[src/rtl/captura_jogada.sv]
// Board move capture: synchronizes and debounces the 64 occupancy sensors, then turns
// lift/place events into one (origem, destino, captura) move held until limpa.
module captura_jogada #(
    parameter int DEBOUNCE_CYCLES = 4
) (
    input  logic        clock,
    input  logic        reset,
    input  logic [63:0] casas,
    input  logic        habilita,
    input  logic        limpa,
    output logic        temJogada,
    output logic [5:0]  origem,
    output logic [5:0]  destino,
    output logic        captura,
    output logic        erro,
    output logic [2:0]  db_estado
);

    typedef enum logic [2:0] {
        OCIOSO         = 3'd0,
        ESPERA_LEVANTA = 3'd1,
        ESPERA_COLOCA  = 3'd2,
        PRONTA         = 3'd3,
        ERRO           = 3'd4
    } estado_t;

    typedef struct packed {
        logic       um;
        logic [5:0] idx;
    } bit_unico_t;

    localparam int CW = $clog2(DEBOUNCE_CYCLES + 1);
    localparam logic [CW-1:0] CNT_MAX  = CW'(DEBOUNCE_CYCLES);
    localparam logic [CW-1:0] CNT_FIRE = CW'(DEBOUNCE_CYCLES - 1);

    // um=1 only when exactly one bit of v is set; idx is then its position.
    function automatic bit_unico_t analisa(input logic [63:0] v);
        bit_unico_t r;
        logic       visto;
        logic       multi;
        r     = '0;
        visto = 1'b0;
        multi = 1'b0;
        for (int i = 0; i < 64; i++) begin
            if (v[i]) begin
                if (visto) begin
                    multi = 1'b1;
                end else begin
                    r.idx = 6'(i);
                    visto = 1'b1;
                end
            end
        end
        r.um = visto & ~multi;
        return r;
    endfunction

    logic [63:0]   sync1_q, sync2_q, estavel_q;
    logic [63:0]   sobe_q, desce_q;
    logic [CW-1:0] cnt_q;
    logic          upd_q;

    estado_t       estado_q;
    logic [5:0]    origem_q, destino_q, cap_sq_q;
    logic          tem_q, captura_q, erro_q, cap_pend_q;

    bit_unico_t    sobe_u, desce_u;
    logic          sobe_any, desce_any;

    // NOTE: every register here is updated with <= so all flops sample the same pre-edge values.
    always_ff @(posedge clock or negedge reset) begin
        if (!reset) begin
            sync1_q   <= '0;
            sync2_q   <= '0;
            estavel_q <= '0;
            sobe_q    <= '0;
            desce_q   <= '0;
            cnt_q     <= '0;
            upd_q     <= 1'b0;
        end else begin
            sync1_q <= casas;
            sync2_q <= sync1_q;
            upd_q   <= 1'b0;
            if (sync1_q != sync2_q) begin
                cnt_q <= '0;
            end else if (cnt_q != CNT_MAX) begin
                cnt_q <= cnt_q + 1'b1;
            end
            // Counter saturates, so a stable vector fires at most once; an unchanged one never.
            if ((sync1_q == sync2_q) && (cnt_q == CNT_FIRE) && (sync2_q != estavel_q)) begin
                estavel_q <= sync2_q;
                sobe_q    <= ~estavel_q & sync2_q;
                desce_q   <= estavel_q & ~sync2_q;
                upd_q     <= 1'b1;
            end
        end
    end

    assign sobe_u    = analisa(sobe_q);
    assign desce_u   = analisa(desce_q);
    assign sobe_any  = |sobe_q;
    assign desce_any = |desce_q;

    always_ff @(posedge clock or negedge reset) begin
        if (!reset) begin
            estado_q   <= OCIOSO;
            origem_q   <= '0;
            destino_q  <= '0;
            cap_sq_q   <= '0;
            tem_q      <= 1'b0;
            captura_q  <= 1'b0;
            erro_q     <= 1'b0;
            cap_pend_q <= 1'b0;
        end else begin
            case (estado_q)
                OCIOSO: begin
                    if (habilita) estado_q <= ESPERA_LEVANTA;
                end
                ESPERA_LEVANTA: begin
                    if (!habilita) begin
                        estado_q <= OCIOSO;
                        origem_q <= '0;
                    end else if (upd_q) begin
                        if (desce_u.um && !sobe_any) begin
                            origem_q <= desce_u.idx;
                            estado_q <= ESPERA_COLOCA;
                        end else begin
                            erro_q   <= 1'b1;
                            estado_q <= ERRO;
                        end
                    end
                end
                ESPERA_COLOCA: begin
                    if (!habilita) begin
                        estado_q   <= OCIOSO;
                        origem_q   <= '0;
                        cap_pend_q <= 1'b0;
                        cap_sq_q   <= '0;
                    end else if (upd_q) begin
                        if (sobe_u.um && !desce_any) begin
                            if (cap_pend_q) begin
                                // After a capture the only legal landing square is the captured one.
                                if (sobe_u.idx == cap_sq_q) begin
                                    destino_q <= sobe_u.idx;
                                    captura_q <= 1'b1;
                                    tem_q     <= 1'b1;
                                    estado_q  <= PRONTA;
                                end else begin
                                    erro_q   <= 1'b1;
                                    estado_q <= ERRO;
                                end
                            end else if (sobe_u.idx == origem_q) begin
                                origem_q <= '0;
                                estado_q <= ESPERA_LEVANTA;
                            end else begin
                                destino_q <= sobe_u.idx;
                                tem_q     <= 1'b1;
                                estado_q  <= PRONTA;
                            end
                        end else if (desce_u.um && !sobe_any && !cap_pend_q) begin
                            cap_pend_q <= 1'b1;
                            cap_sq_q   <= desce_u.idx;
                        end else begin
                            erro_q   <= 1'b1;
                            estado_q <= ERRO;
                        end
                    end
                end
                PRONTA: begin
                    if (limpa) begin
                        estado_q   <= habilita ? ESPERA_LEVANTA : OCIOSO;
                        tem_q      <= 1'b0;
                        origem_q   <= '0;
                        destino_q  <= '0;
                        captura_q  <= 1'b0;
                        cap_pend_q <= 1'b0;
                        cap_sq_q   <= '0;
                    end
                end
                ERRO: begin
                    if (limpa) begin
                        estado_q   <= OCIOSO;
                        erro_q     <= 1'b0;
                        origem_q   <= '0;
                        destino_q  <= '0;
                        captura_q  <= 1'b0;
                        cap_pend_q <= 1'b0;
                        cap_sq_q   <= '0;
                    end
                end
                default: estado_q <= OCIOSO;
            endcase
        end
    end

    assign temJogada = tem_q;
    assign origem    = origem_q;
    assign destino   = destino_q;
    assign captura   = captura_q;
    assign erro      = erro_q;
    assign db_estado = estado_q;

endmodule

[config.mk]
export PLATFORM = sky130hd
export DESIGN_NAME = captura_jogada
export DESIGN_NICKNAME = d
export VERILOG_FILES = /design/src/rtl/captura_jogada.sv
export SDC_FILE = /design/constraint.sdc
export NUM_CORES = 1
export LEC_CHECK = 0
export CAP_MARGIN = 10
export CORE_ASPECT_RATIO = 1.4
export CORE_MARGIN = 10
export CORE_UTILIZATION = 60
export DETAILED_ROUTE_END_ITERATION = 10
export PLACE_DENSITY_LB_ADDON = 0.08
export SLEW_MARGIN = 20
export SYNTH_ARGS = -nofsm -noshare
export SYNTH_HDL_FRONTEND = slang
export SYNTH_SLANG_ARGS = --single-unit
[constraint.sdc]
create_clock -name clock -period 4.75 [get_ports clock]
set_clock_uncertainty 0.05 [all_clocks]
set_input_delay 0.95 -clock clock [delete_from_list [all_inputs] [get_ports clock]]
set_output_delay 0.95 -clock clock [all_outputs]
set_load 0.05 [all_outputs]
==> metrics <==
DR vias about 15000; nature of the critical path startpoint flip-flop; Die Height 226 um; first-pass GRT wire length between 90000 and 100000 um; Area Growth Syn to Fin 13.6%; Post-synth EDFFs 0; CTS tree built; Seq/Total Area, Yosys between 40% and 50%; endpoint type of the worst setup path flip-flop; Worst slew margin a little under a third; total negative setup slack 0 ps; Worst path max stage delay approximately 740 ps; Clock Path Buffers 3; Hold Crit Class primary input to async pin; met1 wire length roughly 22000 um; Seq pwr share roughly 49%; post-route ant nets 0; hold buffers post-CTS 0; Post-CTS Setup Repair Bufs 0; Async SR Flop Fraction 100%; 1st-iter DRT viols 1640; area occupied by registers about 8700 um^2; Net Sw Power 1630 uW; synth top area cells dfrtp_1, nand2_1, ha_1; grt ovf 0; vias in the first global route between 15000 and 20000; Core Area ~30000 um^2; start of the worst register-to-register path sobe_q[2]$_DFFE_PN0P_; Setup CP Type flip-flop to flip-flop; fill count roughly 2300; Syn Std Cell Area 18100 um^2; Worst Setup SP sobe_q[2]$_DFFE_PN0P_; Comb power frac 7.5%; pin count of the biggest net entering global routing between 200 and 250; CP Data Required Time 5100 ps; Top FF cell, synth dfrtp_1; CTS Buf Count 35; Die Wd 167 um; Starting Density 60.6%; clock-pin slew on the worst setup and hold paths ~60 ps; routed wl met2 ~29000 um; fmax about 240 MHz; Pre-antenna DRT Iters 6; RSZ-0062 raised after global routing false; initial antenna violation count 1; reg-to-reg endpoint destino[5]$_DFFE_PN0P_; syn_nets around 2200; Final period util just under 90%; count of final max-slew check failures 0; Gate Count Post-Synth around 2000; final hold vios 0; status complete, no violations; Slew @ Worst Pin a little over 1000 ps; leading post-synthesis cells by instance count nand2_1, dfrtp_1, inv_1; DIE AREA 37700 um^2; Yosys reg bits approximately 350; Post-Route WL 58600 um; yosys warns 0; post-synth top area share roughly 48%; CP Cell Sequence or4_1, nor4_4, nand3_2, or4_4, o32ai_1, nor3_1, xor2_1, nand4_1, a221oi_2, o21ai_2, o2bb2ai_1; FF-to-FF path depth 11; switching part of the total power around a quarter; Worst Setup EP destino[5]$_DFFE_PN0P_; Yosys cell types 85; post-cts gate resize count 0; DP HPWL about 44000 um; via/cell ratio 6.19; placer congestion estimate about 0.98; area leader, netlist dfrtp_1; GR Util All Layers 31.0%; top sig layer met4; drt wl/cell 23.8 um; H-tree depth 2; leakage power ~0.01 uW; Final Hold Slack 295 ps; clk_lat worst skew between 500 and 600 ps; Worst R2R Setup Slack between 400 and 500 ps; Final setup viols 0; count leader, synth nand2_1; Port Buffers 85; root buf cell clkbuf_16; # rows 75; peak supply drop between 0.0003 and 0.0004 V; Clock Sinks between 300 and 400; layout cell share with drive strength beyond 1 under 10%; Power Internal ~4800 uW; nets approximately 2200; # DRC 0; Mapped Avg Cell Area between 9 and 10 um^2; minimum clock period 4250 ps; Max stage delay cell, worst path or4_1; WL met3 approximately 3800 um; Crit path arrival time 4600 ps; Max FO, Critical Path 19; part of the power in the clock network approximately 44%; number of I/O pins 86; Max Cap Viol 0; power per cell area ~310 nW/um^2; Multi-input gate area 8500 um^2
through the flow:
step           setup WS, ps  instances  power [uW]  instance area (um^2)  util (%)
6_report                498       2460        6470                 20600      68.9
5_1_grt                 215       2459        6680                 20600      68.9
4_1_cts                 543       2459        6510                 20600      68.9
3_5_place_dp            574       2396        3680                 19400      64.9
3_3_place_gp            597       2396        3660                 19400      64.9
2_1_floorplan          1290       1979        3410                 18100         -
cells in the final DEF (no fill, tap or decap), drive strengths merged, types with 12 or more instances in the layout:
cell type and n:
or3 16, a22oi 12, or2 14, o31ai 21, ha 131, nand2 438, inv 175, dfrtp 349
o21ai 142, nor3 37, nor2 104, clkbuf 42, nand4 35, xor2 71, clkdlybuf4s50 84, nand3 27
clkinv 15, o22ai 12, nor4 63, buf 20, or4 23, a21oi 60
how the worst min path moves through the flow:
stage                                     start                     end
after floorplan            sync1_q[0]$_DFF_PN0_    sync2_q[0]$_DFF_PN0_
after global placement    sync1_q[38]$_DFF_PN0_   sync2_q[38]$_DFF_PN0_
after detailed placement  sync1_q[40]$_DFF_PN0_   sync2_q[40]$_DFF_PN0_
after CTS                                 reset  sobe_q[61]$_DFFE_PN0P_
after global routing                      reset  destino[2]$_DFFE_PN0P_
final                                     reset  destino[2]$_DFFE_PN0P_
cell type report:
class	instances	area share, %
sequential	349	42.4
inverter	174	3.18
multi-input combinational	1384	41.2
antenna	1	0.0121
clock buffer	42	4.62
timing repair buffer	104	5.21
clock inverter	21	1.08
tap	385	2.34
cells by family (layout without fill, tap and decap cells):
group / Yosys count / count (layout) / share of synthesized area, %
compound gates: 369 / 369 / 13.1
xor+xnor: 79 / 79 / 3.81
fa+ha+maj: 137 / 137 / 9.36
buf+inv: 246 / 341 / 5.13
flops: 349 / 349 / 48.1
mux: 1 / 1 / 0.0552
other cells: 0 / 1 / 0
simple gates: 798 / 798 / 20.4
flip-flops by register name (all words and copies together) (netlist names):
register	count
cap_pend_q	1
cap_sq_q	6
captura	1
cnt_q	3
db_estado	3
desce_q	64
destino	6
erro	1
estavel_q	64
origem	6
sobe_q	64
sync1_q	64
sync2_q	64
temJogada	1
upd_q	1
per-layer routing:
layer / vias to the layer above / global-route usage [%]
met5: - / 0
met4: 0 / 20.5
met3: 209 / 4.96
met2: 649 / 52.8
met1: 7451 / 35.5
li1: 6927 / -
power by group through the flow:
stage / clock network, uW / registers (uW) / logic, uW
finish: 2840 / 3150 / 486
floorplan: 0 / 3170 / 241
detailed placement: 0 / 3200 / 479
global route: 2990 / 3150 / 532
CTS: 2880 / 3140 / 489
global placement: 0 / 3190 / 469
critical path, delay by kind of cell (launching register included):
kind / cells / cell delay, ps
compound gates: 4 / 850
xor+xnor: 1 / 160
flops: 1 / 440
simple gates: 6 / 2600
Power figures use the tool's default switching activity.
